**src/rtl/serial_subtractor.sv**
```systemverilog
// Bit-serial unsigned subtractor: DIFF = A - B, LSB first, one bit per clock,
// built around a single full-subtractor cell and a registered borrow.
module serial_subtractor #(
   parameter int WIDTH = 8
) (
   input  logic             CLK,
   input  logic             RST_N,
   input  logic             START,
   input  logic [WIDTH-1:0] A,
   input  logic [WIDTH-1:0] B,
   output logic             BUSY,
   output logic             DONE,
   output logic [WIDTH-1:0] DIFF,
   output logic             BORROW
);

   localparam int            CW       = (WIDTH > 2) ? $clog2(WIDTH) : 1;
   localparam logic [CW-1:0] LAST_BIT = CW'(WIDTH - 1);
   localparam logic [CW-1:0] CNT_ONE  = CW'(1);
   localparam logic [CW-1:0] CNT_ZERO = CW'(0);

   typedef enum logic [1:0] {
      ST_IDLE  = 2'd0,
      ST_SHIFT = 2'd1,
      ST_FIN   = 2'd2
   } state_t;

   // Full-subtractor cell; result is {borrow_out, difference_bit}.
   function automatic logic [1:0] sub_cell(input logic a, input logic b, input logic bin);
      logic d;
      logic bout;
      d    = a ^ b ^ bin;
      bout = (~a & b) | (~(a ^ b) & bin);
      return {bout, d};
   endfunction

   state_t           state_q, state_d;
   logic [WIDTH-1:0] sa_q, sa_d;
   logic [WIDTH-1:0] sb_q, sb_d;
   logic [WIDTH-1:0] res_q, res_d;
   logic             brw_q, brw_d;
   logic [CW-1:0]    cnt_q, cnt_d;
   logic [WIDTH-1:0] diff_q, diff_d;
   logic             borrow_q, borrow_d;
   logic             done_q, done_d;
   logic             busy_q, busy_d;
   logic [1:0]       cell_s;

   // Next-state, datapath and output decode for the IDLE/SHIFT/FIN sequence.
   always_comb begin
      state_d  = state_q;
      sa_d     = sa_q;
      sb_d     = sb_q;
      res_d    = res_q;
      brw_d    = brw_q;
      cnt_d    = cnt_q;
      diff_d   = diff_q;
      borrow_d = borrow_q;
      done_d   = 1'b0;
      busy_d   = 1'b0;
      cell_s   = sub_cell(sa_q[0], sb_q[0], brw_q);

      case (state_q)
         ST_IDLE: begin
            if (START) begin
               sa_d    = A;
               sb_d    = B;
               brw_d   = 1'b0;
               cnt_d   = CNT_ZERO;
               busy_d  = 1'b1;
               state_d = ST_SHIFT;
            end else begin
               state_d = ST_IDLE;
            end
         end
         ST_SHIFT: begin
            sa_d  = {1'b0, sa_q[WIDTH-1:1]};
            sb_d  = {1'b0, sb_q[WIDTH-1:1]};
            res_d = {cell_s[0], res_q[WIDTH-1:1]};
            brw_d = cell_s[1];
            // The final bit publishes the finished word; the counter parks at its last value.
            if (cnt_q == LAST_BIT) begin
               diff_d   = res_d;
               borrow_d = cell_s[1];
               done_d   = 1'b1;
               busy_d   = 1'b0;
               state_d  = ST_FIN;
            end else begin
               cnt_d   = cnt_q + CNT_ONE;
               busy_d  = 1'b1;
               state_d = ST_SHIFT;
            end
         end
         ST_FIN: begin
            state_d = ST_IDLE;
         end
         default: begin
            state_d = ST_IDLE;
         end
      endcase
   end

   // State and datapath registers; reset aborts any operation in flight.
   always_ff @(posedge CLK or negedge RST_N) begin
      if (!RST_N) begin
         state_q  <= ST_IDLE;
         sa_q     <= '0;
         sb_q     <= '0;
         res_q    <= '0;
         brw_q    <= 1'b0;
         cnt_q    <= CNT_ZERO;
         diff_q   <= '0;
         borrow_q <= 1'b0;
         done_q   <= 1'b0;
         busy_q   <= 1'b0;
      end else begin
         state_q  <= state_d;
         sa_q     <= sa_d;
         sb_q     <= sb_d;
         res_q    <= res_d;
         brw_q    <= brw_d;
         cnt_q    <= cnt_d;
         diff_q   <= diff_d;
         borrow_q <= borrow_d;
         done_q   <= done_d;
         busy_q   <= busy_d;
      end
   end

   assign BUSY   = busy_q;
   assign DONE   = done_q;
   assign DIFF   = diff_q;
   assign BORROW = borrow_q;

endmodule
```
**config.mk**
```make
export PLATFORM = sky130hd
export DESIGN_NAME = serial_subtractor
export DESIGN_NICKNAME = d
export VERILOG_FILES = /design/src/rtl/serial_subtractor.sv
export SDC_FILE = /design/constraint.sdc
export NUM_CORES = 1
export LEC_CHECK = 0
export CORE_MARGIN = 3
export CORE_UTILIZATION = 36
export DETAILED_ROUTE_END_ITERATION = 10
export HOLD_SLACK_MARGIN = 0.06
export PLACE_DENSITY = 0.64
export SYNTH_ARGS = -nofsm -noshare
export SYNTH_HDL_FRONTEND = slang
export SYNTH_SLANG_ARGS = --single-unit
export TNS_END_PERCENT = 50
```
**constraint.sdc**
```tcl
create_clock -name CLK -period 4.8 [get_ports CLK]
set_clock_uncertainty 0.05 [all_clocks]
set_input_delay 0.48 -clock CLK [delete_from_list [all_inputs] [get_ports CLK]]
set_output_delay 0.48 -clock CLK [all_outputs]
set_load 0.01 [all_outputs]
```
# ---- Yosys cells after proc, flatten, opt, wreduce, memory -nomap -nowiden
# Cells that the tools add are included.
dict set report op_classes {
  magnitude_cmp 0
  mux 17
  n_bitwise 7
  n_shift 0
  addsub 1
  multipliers 0
  reduce_logical 5
  eq_ne 4
  div_mod_pow 0
}
# op n
set ops {}
lappend ops {{one-hot mux 8 bit (2 select lines)} 2}
lappend ops {{two-way mux 8 bit} 2}
lappend ops {{two-way mux 1 bit} 6}
lappend ops {{two-way mux 3 bit} 2}
lappend ops {{one-hot mux 3 bit (2 select lines)} 1}
lappend ops {{!= test 2 bit (second input constant)} 2}
lappend ops {{one-hot mux 1 bit (2 select lines)} 2}
lappend ops {{one-hot mux 2 bit (2 select lines)} 1}
lappend ops {{AND reduction 2 bit} 2}
lappend ops {{adder 3 x 1 -> 3 bit (second input constant)} 1}
lappend ops {{equality test 3 bit (second input constant)} 1}
lappend ops {{AND reduction 3 bit} 1}
lappend ops {{AND 1 bit} 2}
lappend ops {{equality test 2 x 1 -> 1 bit (second input constant)} 1}
lappend ops {{zero test 2 bit} 1}
lappend ops {{two-way mux 2 bit} 1}
lappend ops {{NOT 1 bit} 2}
lappend ops {{nonzero test 2 bit} 1}
lappend ops {{XOR 1 bit} 2}
lappend ops {{OR 1 bit} 1}
dict set report word_totals {
  ram_bits 0
  romBits 0
  reg_bits 41
  latchBits 0
  inputBits 19
  elab_cells 44
  n_memories 0
  output_inout_bits 11
}

# ---- Longest topological paths before layout
# Gate-level depths: netlist (run 1).
dict set report depth {
  word_depth 5
  mapped_depth 5
  ltp_nobuf 4
}

# ---- Worst setup path after synthesis (run 1)
# OpenSTA, ideal clock, no wires.
dict set report synth_timing {
  path_type {reg-to-reg}
  startpoint {register cnt_q[0]}
  endpoint {register diff_q[1], in the netlist DIFF[1]}
  setup_ns 0.125
  stages_incl_launch_ff 6
  required_time_ns 4.625
  slack_ns 3.171
  n_path_buf 1
  t_arrival_ns 1.454
  period_less_slack_ns 1.629
  path_cell_list {dfrtp_1 ha_1 ha_1 nand3b_1 buf_2 mux2_2}
}
dict set report synth_between {
  elab_chain_cells 2
}
# item line_no
set synth_lines {}
lappend synth_lines {{start: declaration} 42} ;# logic [CW-1:0] cnt_q, cnt_d;
lappend synth_lines {{start signal: assignment} 122} ;# cnt_q <= cnt_d;
lappend synth_lines {{equality test 3 bit} 82} ;# if (cnt_q == LAST_BIT) begin
lappend synth_lines {{AND reduction 2 bit (no line)} --}
lappend synth_lines {{end signal: assignment} 123} ;# diff_q <= diff_d;
lappend synth_lines {{end: declaration} 43} ;# logic [WIDTH-1:0] diff_q, diff_d;
# Every way passes these cells.
# A chain may end at the register's enable or synchronous reset.

==> results of run 1 <==
## layer usage
layer  part of all wire (%)  wire length (um)  track usage, %  vias up
li1                       -                 -               -      569
met5                      0                 0               0        -
met4                    1.0                34            3.26        0
met2                     47              1530            20.2       29
met3                    5.7               186            4.37        5
met1                     46              1520            15.0      571
## report_power, final
group	total (mW)	switching, mW	internal, mW
clock network	0.236	0.105	0.131
registers	0.601	0.120	0.481
logic	0.479	0.191	0.288
total	1.32	0.416	0.900
## layout make-up
cell class,count,area (um^2)
Clock buffer,8,100
Fill cell,444,2590
Inverter,17,63.8
Multi-Input combinational cell,77,691
Sequential cell,39,976
Tap cell,67,83.8
Timing Repair Buffer,29,285
## cells by family after synthesis
family                   share of synthesized area, %
flip-flops                                       54.4
AO/OA/AOI/OAI                                    10.7
multiplexers                                     9.97
AND/OR/NAND/NOR                                  15.3
adder cells (fa/ha/maj)                          2.51
buffers and inverters                            7.18
## Yosys cell counts
master | n | area share, %
clkbuf_1 | 2 | 0.42
buf_2 | 4 | 1.1
dfrtp_1 | 39 | 54
o21bai_1 | 1 | 0.42
mux2i_1 | 1 | 0.56
o22ai_1 | 1 | 0.35
a21oi_1 | 1 | 0.28
mux2_2 | 15 | 9.4
nor4b_1 | 11 | 5.4
a211oi_1 | 10 | 4.2
a211o_1 | 1 | 0.49
buf_6 | 2 | 1.3
fa_1 | 1 | 1.1
and3_1 | 1 | 0.35
nand3_1 | 2 | 0.56
o221a_2 | 4 | 2.5
nand2b_1 | 5 | 1.7
nand3b_1 | 1 | 0.42
o221ai_1 | 2 | 0.98
a22o_1 | 2 | 0.98
buf_4 | 2 | 0.84
o21ba_2 | 1 | 0.56
nor3b_1 | 11 | 4.6
inv_1 | 17 | 3.6
ha_1 | 2 | 1.4
or4b_1 | 4 | 2.2
## metrics by stage
step / cell area, um^2 / hold WS [ns] / utilization (%) / power, mW
3_3_place_gp: 2100 / 0.434 / 43.9 / 1.07
2_1_floorplan: 1800 / 0.134 / - / 0.934
5_1_grt: 2200 / 0.313 / 46.0 / 1.43
3_5_place_dp: 2100 / 0.443 / 43.9 / 1.10
6_report: 2200 / 0.250 / 46.0 / 1.32
4_1_cts: 2200 / 0.286 / 46.0 / 1.34
## cell usage in the layout, fill, tap and decap left out, drive strengths merged
| master | synthesis | routed |
|---|---|---|
| a211o | 1 | 1 |
| a211oi | 10 | 10 |
| a21oi | 1 | 1 |
| a22o | 2 | 2 |
| and3 | 1 | 1 |
| buf | 8 | 1 |
| clkbuf | 2 | 8 |
| clkdlybuf4s50 | 0 | 28 |
| dfrtp | 39 | 39 |
| fa | 1 | 1 |
| ha | 2 | 2 |
| inv | 17 | 17 |
| mux2 | 15 | 15 |
| mux2i | 1 | 1 |
| nand2b | 5 | 5 |
| nand3 | 2 | 2 |
| nand3b | 1 | 1 |
| nor3b | 11 | 11 |
| nor4b | 11 | 11 |
| o21ba | 1 | 1 |
| o21bai | 1 | 1 |
| o221a | 4 | 4 |
| o221ai | 2 | 2 |
| o22ai | 1 | 1 |
| or4b | 4 | 4 |
## worst max-delay path by stage
stage | from | to | slack (ns) | cells after the start
4_1_cts | state_q[0] | BUSY | 2.29 | 1
5_1_grt | state_q[0] | BUSY | 2.17 | 1
2_1_floorplan | cnt_q[0] | DIFF[1] | 3.17 | 5
3_5_place_dp | START | sb_q[6] | 2.34 | 3
3_3_place_gp | START | sa_q[3] | 2.48 | 3
6_report | state_q[0] | BUSY | 2.31 | 1
## state kept, by name, indices dropped and copies added, names as in the netlist
name and flops:
res_q 7, BORROW 1, sb_q 8, DIFF 8, sa_q 8, state_q 2, cnt_q 3, DONE 1
brw_q 1
==> impl_summary.log, run 1 <==
INFO  metric ant_nets = 0
INFO  metric antenna_cells_inserted = 0
INFO  metric post-route-drc-count = 0
INFO  metric grt_use_total = 12.2%
INFO  metric post_drt_wl_per_cell = 13.8 um
INFO  metric irDropWorstVdd = 0.199 mV
INFO  metric arrival = 1.96 ns
INFO  metric top_level_ports = 30
INFO  metric clock_tree.buffer_depth = 2
INFO  metric final.setup.worst_slack = approximately 2.3 ns
INFO  metric dpl.hpwl = 2180 um
INFO  metric start_kind = flop
INFO  metric initial_utilization = 37.5%
INFO  metric cts_htree_levels = 2
INFO  metric grt_pass1_wl = 5790 um
INFO  metric detail_route.first_pass.iterations = 4
INFO  metric syn_area = 1800 um^2
INFO  metric post_synth_inst_count = 143
INFO  metric yosysWarningCount = 0
INFO  metric antenna_violations_before_repair = 0
INFO  metric timing.critical_path.fanout_max = 36
INFO  metric report.final.hold_viol_count = 0
INFO  metric placementRows = 25
INFO  metric worst_hold_path_type = in -> async
INFO  metric preCtsSetupSlack = 2.34 ns
INFO  metric status = completed
INFO  metric cpPeakStageDelay = 0.98 ns
INFO  metric critical_path.cell_chain = clkdlybuf4s50_1
INFO  metric critical_path_buf_inv_count = 1
INFO  metric drt-total-wl = between 3000 and 4000 um
INFO  metric cts_post_setup_buffers_inserted = 0
INFO  metric number_of_global_route_vias_before_repair = 1230
INFO  metric min_period = 2.49 ns
INFO  metric timing.setup.tns = 0 ns
INFO  metric clk_transition_reported_paths = 0.07 ns
INFO  metric finalNonFillerCells = between 200 and 250
INFO  metric drive_gt1_share = 16.5%
INFO  metric post-place-cells = 229
INFO  metric worst_r2r_path_depth = 2
INFO  metric mappedNetlistNets = 165
INFO  metric powerDensity = 598 nW/um^2
INFO  metric port_buffers = 29
INFO  metric numClockSinks = 39
INFO  metric library_cell_used_as_clock_root_buffer = clkbuf_8
INFO  metric grt_max_degree = 40
INFO  metric worst-setup-path-type = reg -> out
INFO  metric fmax = 401 MHz
INFO  metric timing_worst_slew_pin_value = 0.962 ns
INFO  metric critical_path_rt = 4.27 ns
INFO  metric source_to_sink_clock_delay_at_the_later_pin_of_the_worst_skew_pair = ~0.28 ns
INFO  metric regToRegEndpoint = DIFF[0]
INFO  metric synth.distinct_cells = 26
INFO  metric critPathSlowestCell = dfrtp_1
INFO  metric timing.final.max_slew_violations = 0
INFO  metric grt_overflow = 0
INFO  metric static-leakage-power = 0.945 nW
INFO  metric postSynthRegisterBits = 39
INFO  metric post_cts_resize_count = 0
INFO  metric max-cap-violations = 0
INFO  metric cts_tree = done
INFO  metric syn_avg_cell_area = ~13 um^2
INFO  metric rsz0062_at_grt = no
INFO  metric finalSetupViolations = 0
INFO  metric drt-initial-drc-count = 92
INFO  metric core_ar = 4790 um^2
INFO  metric final_net_count = approximately 190
INFO  metric area.growth.synth_to_final = 22.5%
INFO  metric max-slew-margin-rel = about 36%
INFO  metric floorplan.die_area = 5870 um^2
INFO  metric cts_hold_repair.buffers = 0
INFO  metric layout_worst_path_cycle_share = 51.9%
INFO  metric total_clock_buffers_created_by_cts = 5
INFO  metric reg2reg_from = state_q[0]
INFO  metric die_h = 76.6 um
INFO  metric detailroute.via_count = 1174
INFO  metric drt-vias-per-instance = just under 5
INFO  metric path_delay_family = flip-flops
INFO  metric cp-end-kind = output pin
INFO  metric final_weighted_congestion_in_routability_driven_placement = 0.737
INFO  metric seq_area_frac_synth = 54.4%
INFO  metric regToRegSetupSlack = 2.57 ns
INFO  metric die_w = 76.6 um
No activity file was read; power rests on OpenSTA's default activity.
==> inputs of run 2 (changes only) <==
- clock period: 4.8 -> 2.51 ns (I/O delays scaled with it)
==> run 2 against run 1 <==
Compared with the run above:
- sequential share of layout area decreased by 0.42 points
- core utilization increased by 0.44 points
- die area did not move
- combinational power grew 100%
- design area rose by 0.97%
- clock power increased by 75%
- via count is 5.5% higher
- critical path depth stayed put
- count of clock-buffer cells in the layout is 3 lower
- routed wire length rose by 4.8%
- setup slack got worse by 1.7 ns
- largest power group unchanged
- critical path type unchanged
- hold slack improved by 0.21 ns
==> impl_summary.log, run 2 (synthesis gave the netlist of run 1 again) <==
INFO  metric status = completed
INFO  metric irDropWorstVdd = approximately 0.48 mV
INFO  metric numClockSinks = 39
INFO  metric worst-setup-path-type = reg -> out
INFO  metric static-leakage-power = between 0.9 and 1 nW
INFO  metric dpl.hpwl = 2390 um
INFO  metric antenna_violations_before_repair = 0
INFO  metric critical_path_depth = 1
INFO  metric worst_hold_path_type = reg -> reg
INFO  metric powerDensity = 1130 nW/um^2
INFO  metric drt-vias-per-instance = 5.14
INFO  metric antenna_cells_inserted = 0
INFO  metric die_h = ~77 um
INFO  metric worst_r2r_path_depth = 4
INFO  metric core_ar = 4790 um^2
INFO  metric detail_route.first_pass.iterations = 4
INFO  metric cts_htree_levels = 2
INFO  metric fill_cells = 462
INFO  metric worst_setup_path_endpoint = BUSY
INFO  metric layout_worst_path_cycle_share = 77.0%
INFO  metric fmax = 517 MHz
INFO  metric source_to_sink_clock_delay_at_the_later_pin_of_the_worst_skew_pair = 0.29 ns
INFO  metric critical_path_rt = roughly 2.2 ns
INFO  metric switching_power = ~830 uW
INFO  metric multi_input_comb_area = ~700 um^2
INFO  metric start_kind = flop
INFO  metric critical_path.cell_chain = clkdlybuf4s50_1
INFO  metric die_w = 76.6 um
INFO  metric initial_utilization = 37.5%
INFO  metric timing.setup.tns = 0 ns
INFO  metric drive_gt1_share = 18.4%
INFO  metric regToRegEndpoint = DIFF[7]
INFO  metric ant_nets = 0
INFO  metric path_delay_family = flip-flops
INFO  metric timing.critical_path.fanout_max = 20
INFO  metric max-cap-violations = 0
INFO  metric timing.critical_path.from = state_q[0]
INFO  metric drt-total-wl = approximately 3400 um
INFO  metric final_weighted_congestion_in_routability_driven_placement = 0.780
INFO  metric grt_max_degree = 40
INFO  metric cell_internal_pwr = around 1.7 mW
INFO  metric clock_tree.buffer_depth = 2
INFO  metric placementRows = 25
INFO  metric area.growth.synth_to_final = 23.7%
INFO  metric critical_path_buf_inv_count = 1
INFO  metric timing.final.max_slew_violations = 0
INFO  metric post-route-drc-count = 0
INFO  metric grt_pass1_wl = 5960 um
INFO  metric total_clock_buffers_created_by_cts = 5
INFO  metric rsz0062_at_grt = no
INFO  metric cts_tree = done
INFO  metric pwr-share-comb = 38.8%
INFO  metric post_drt_wl_per_cell = between 10 and 15 um
INFO  metric timing_worst_slew_pin_value = ~0.93 ns
INFO  metric final_common_cell = dfrtp_1
INFO  metric drt-initial-drc-count = 44
INFO  metric seqCellArea = 976 um^2
INFO  metric cpPeakStageDelay = about 0.7 ns
INFO  metric floorplan.die_area = 5870 um^2
INFO  metric top_level_ports = 30
INFO  metric detailroute.via_count = 1238
INFO  metric swShare = 33.2%
INFO  metric grt_overflow = 0
INFO  metric critPathSlowestCell = dfrtp_1
INFO  metric min_period = 1.93 ns
INFO  metric power.clock.fraction = 16.4%
INFO  metric cp-end-kind = output pin
INFO  metric port_buffers = 29
INFO  metric post_cts_resize_count = 0
INFO  metric arrival = 1.63 ns
INFO  metric regToRegSetupSlack = 0.61 ns
INFO  metric grt_use_total = 12.7%
INFO  metric report.final.hold_viol_count = 0
INFO  metric number_of_global_route_vias_before_repair = roughly 1300
INFO  metric library_cell_used_as_clock_root_buffer = clkbuf_8
INFO  metric whs = 0.457 ns
INFO  metric final_net_count = 195
INFO  metric finalSetupViolations = 0
INFO  metric max-slew-margin-rel = approximately two fifths
INFO  metric pwr-share-seq = between 40 and 50%
INFO  metric final_cell_mix = 39 x dfrtp_1, 28 x clkdlybuf4s50_1, 17 x inv_1
INFO  metric reg2reg_from = cnt_q[0]
INFO  metric clk_transition_reported_paths = 0.07 ns
==> run 2: per-layer routing <==
metal / track usage (%) / vias up / share of wire (%)
li1: - / 581 / -
met1: 16.1 / 612 / 47
met2: 20.8 / 37 / 47
met3: 3.55 / 8 / 5.0
met4: 4.35 / 0 / 1.4
met5: 0 / - / 0
==> run 2: what timing repair did <==
action | 4_1_cts | 5_1_grt
setup endpoints to repair | 0 | 0
hold endpoints to repair | 39 | 0
buffers inserted | 0 | 0
hold buffers | 1 | 0
==> run 2: how the worst min path moves through the flow <==
| stage | startpoint | end | depth (start not counted) |
|---|---|---|---|
| 5_1_grt | DIFF[6] | DIFF[6] | 1 |
| 3_5_place_dp | RST_N | DIFF[0] | 1 |
| 4_1_cts | DIFF[5] | DIFF[5] | 1 |
| 6_report | sb_q[7] | sb_q[7] | 1 |
| 3_3_place_gp | RST_N | DIFF[0] | 1 |
| 2_1_floorplan | RST_N | BORROW | 0 |
==> run 2: final cells by class <==
cell class                      count  area share (%)
Clock buffer                        5            3.10
Clock inverter                      3           0.901
Inverter                           17            2.87
Multi-Input combinational cell     77            31.1
Sequential cell                    39            43.9
Tap cell                           67            3.77
Timing Repair Buffer               33            14.3
==> run 2: power by group through the flow <==
| stage | Sequential (mW) | Clock (mW) | Combinational, mW |
|---|---|---|---|
| final | 1.12 | 0.412 | 0.974 |
| after global placement | 1.12 | 0 | 0.943 |
| after global routing | 1.17 | 0.452 | 1.09 |
| after CTS | 1.13 | 0.432 | 0.991 |
| after detailed placement | 1.14 | 0 | 0.983 |
| after floorplan | 1.10 | 0 | 0.685 |
==> run 2: per-stage QoR <==
step	std cells	total power [mW]	util, %	worst slack, ns	cell area, um^2
after floorplan	143	1.79	-	0.881	1800
after global placement	232	2.06	44.3	0.568	2120
after detailed placement	232	2.12	44.3	0.480	2120
after CTS	241	2.55	46.4	0.554	2220
after global routing	241	2.71	46.4	0.459	2220
final	241	2.51	46.4	0.576	2220
==> inputs of run 3 (changes only) <==
- PLACE_DENSITY: 0.64 -> 0.66
- clock period: 2.51 -> 1.6 ns (I/O delays scaled with it)
==> run 3 against run 2 <==
Compared with the run above:
- core utilization is 2.7 points higher
- count of clock-buffer cells in the layout unchanged
- sequential share of layout area is 2.4 points lower
- global-route usage barely moved
- die area unchanged
- critical path depth up 4
- non-clock buffer count increased by 12
- design area is 5.9% higher
- first-iteration DRC count grew 20%
- routed wire length increased by 3.3%
- critical path type is now reg -> reg
- largest power group unchanged
- highest routed layer unchanged
==> impl_summary.log, run 3 (synthesis gave the netlist of run 1 again) <==
INFO  metric fill_cells = about 440
INFO  metric report.final.hold_viol_count = 0
INFO  metric grt_pass1_wl = between 6000 and 7000 um
INFO  metric final_weighted_congestion_in_routability_driven_placement = 0.772
INFO  metric drive_gt1_share = 24.7%
INFO  metric floorplan.die_area = 5870 um^2
INFO  metric final_cell_mix = 38 x dfrtp_1, 28 x clkdlybuf4s50_1, 17 x inv_1
INFO  metric antenna_cells_inserted = 0
INFO  metric irDropWorstVdd = 0.741 mV
INFO  metric layout_worst_path_cycle_share = 96.5%
INFO  metric grt_max_degree = 40
INFO  metric total_clock_buffers_created_by_cts = 5
INFO  metric arrival = 1.67 ns
INFO  metric cp-end-kind = flop
INFO  metric max-slew-margin-rel = roughly two thirds
INFO  metric post_drt_wl_per_cell = around 14 um
INFO  metric ant_nets = 0
INFO  metric source_to_sink_clock_delay_at_the_later_pin_of_the_worst_skew_pair = 0.29 ns
INFO  metric final_net_count = 207
INFO  metric numClockSinks = 39
INFO  metric status = completed
INFO  metric clock_tree.buffer_depth = 2
INFO  metric timing.final.max_slew_violations = 0
INFO  metric timing.setup.tns = 0 ns
INFO  metric initial_utilization = 37.5%
INFO  metric grt_use_total = about an eighth
INFO  metric core_ar = 4790 um^2
INFO  metric detailroute.via_count = between 1000 and 1500
INFO  metric powerDensity = 1810 nW/um^2
INFO  metric area.growth.synth_to_final = 30.9%
INFO  metric library_cell_used_as_clock_root_buffer = clkbuf_8
INFO  metric fmax = about 650 MHz
INFO  metric die_w = 76.6 um
INFO  metric post-route-cell-area = 2350 um^2
INFO  metric detail_route.first_pass.iterations = 4
INFO  metric max-cap-violations = 0
INFO  metric drt-total-wl = 3540 um
INFO  metric port_buffers = 29
INFO  metric cts_tree = done
INFO  metric worst_hold_path_type = in -> async
INFO  metric multi_input_comb_area = 693 um^2
INFO  metric drt-initial-drc-count = 53
INFO  metric final_common_cell = dfrtp_1
INFO  metric seqCellArea = around 1000 um^2
INFO  metric timing_worst_slew_pin_value = ~0.50 ns
INFO  metric antenna_violations_before_repair = 0
INFO  metric finalSetupViolations = 0
INFO  metric grt_overflow = 0
INFO  metric rsz0062_at_grt = no
INFO  metric post-route-drc-count = 0
INFO  metric placement.cell_area = 2190 um^2
INFO  metric min_period = 1.54 ns
INFO  metric static-leakage-power = roughly 1.0 nW
INFO  metric cts_htree_levels = 2
INFO  metric die_h = 76.6 um
INFO  metric worst-setup-path-type = reg -> reg
INFO  metric critical_path_rt = 1.73 ns
INFO  metric start_kind = flop
INFO  metric dpl.hpwl = 2420 um
INFO  metric number_of_global_route_vias_before_repair = 1271
INFO  metric placementRows = 25
INFO  metric timing.critical_path.fanout_max = 11
INFO  metric drt-vias-per-instance = 5.06
INFO  metric clk_transition_reported_paths = 0.08 ns
INFO  metric regToRegSetupSlack = between 0.05 and 0.06 ns
INFO  metric top_level_ports = 30
run 3: layer usage:
| metal | wire, um | global-route usage, % | vias up |
|---|---|---|---|
| met2 | 1730 | 20.6 | 34 |
| met1 | 1630 | 16.4 | 635 |
| met5 | 0 | 0 | - |
| li1 | - | - | 605 |
| met4 | 40 | 4.35 | 0 |
| met3 | 146 | 3.31 | 5 |
run 3: where the power goes:
part           total (mW)  switching (mW)  internal, mW
Combinational        1.71           0.719         0.995
Sequential           1.73           0.279          1.45
Clock               0.824           0.359         0.464
Total                4.26            1.36          2.91
run 3: area by class of cell:
class                           instances  area share, %
Sequential cell                        39           41.6
Multi-Input combinational cell         77           29.5
Timing Repair Buffer                   45           17.9
Tap cell                               67           3.57
Clock buffer                            5           2.93
Inverter                               17           2.71
Clock inverter                          3           1.86
run 3: timing repair:
action | 4_1_cts | 5_1_grt
pin swaps | 0 | 1
gates resized for setup | 1 | 1
gates cloned | 0 | 0
endpoints found under the hold margin | 39 | 0
buffers inserted | 0 | 4
hold buffers | 1 | 0
endpoints found under the setup margin | 1 | 8
run 3: through the flow:
| step | power [mW] | std cells | utilization, % | hold WS (ns) | setup WS, ns |
|---|---|---|---|---|---|
| 2_1_floorplan | 2.81 | 143 | - | -0.186 | 0.0189 |
| 3_3_place_gp | 3.31 | 240 | 45.9 | 0.183 | 0.0766 |
| 3_5_place_dp | 3.43 | 240 | 45.9 | 0.197 | 0.0253 |
| 4_1_cts | 4.26 | 249 | 48.4 | 0.417 | 0.00914 |
| 5_1_grt | 4.59 | 253 | 49.1 | 0.446 | 0.0165 |
| 6_report | 4.26 | 253 | 49.1 | 0.411 | 0.0552 |
run 3: path summary, 6_finish.rpt:
| kind | cells past startpoint | from | endpoint |
|---|---|---|---|
| max | 5 | cnt_q[1] | DIFF[5] |
| min | 3 | RST_N | DONE |
| max reg2reg | 5 | cnt_q[1] | DIFF[5] |
| min reg2reg | 1 | DIFF[7] | DIFF[7] |
| max in group asynchronous | 3 | RST_N | state_q[0] |
| min in group CLK | 2 | A[7] | sa_q[7] |
run 3: critical path, stage by stage (launching register included):
cell	delay, ns
dfrtp_1	0.41
ha_2	0.18
ha_1	0.18
nand3b_1	0.14
buf_12	0.15
mux2_2	0.33
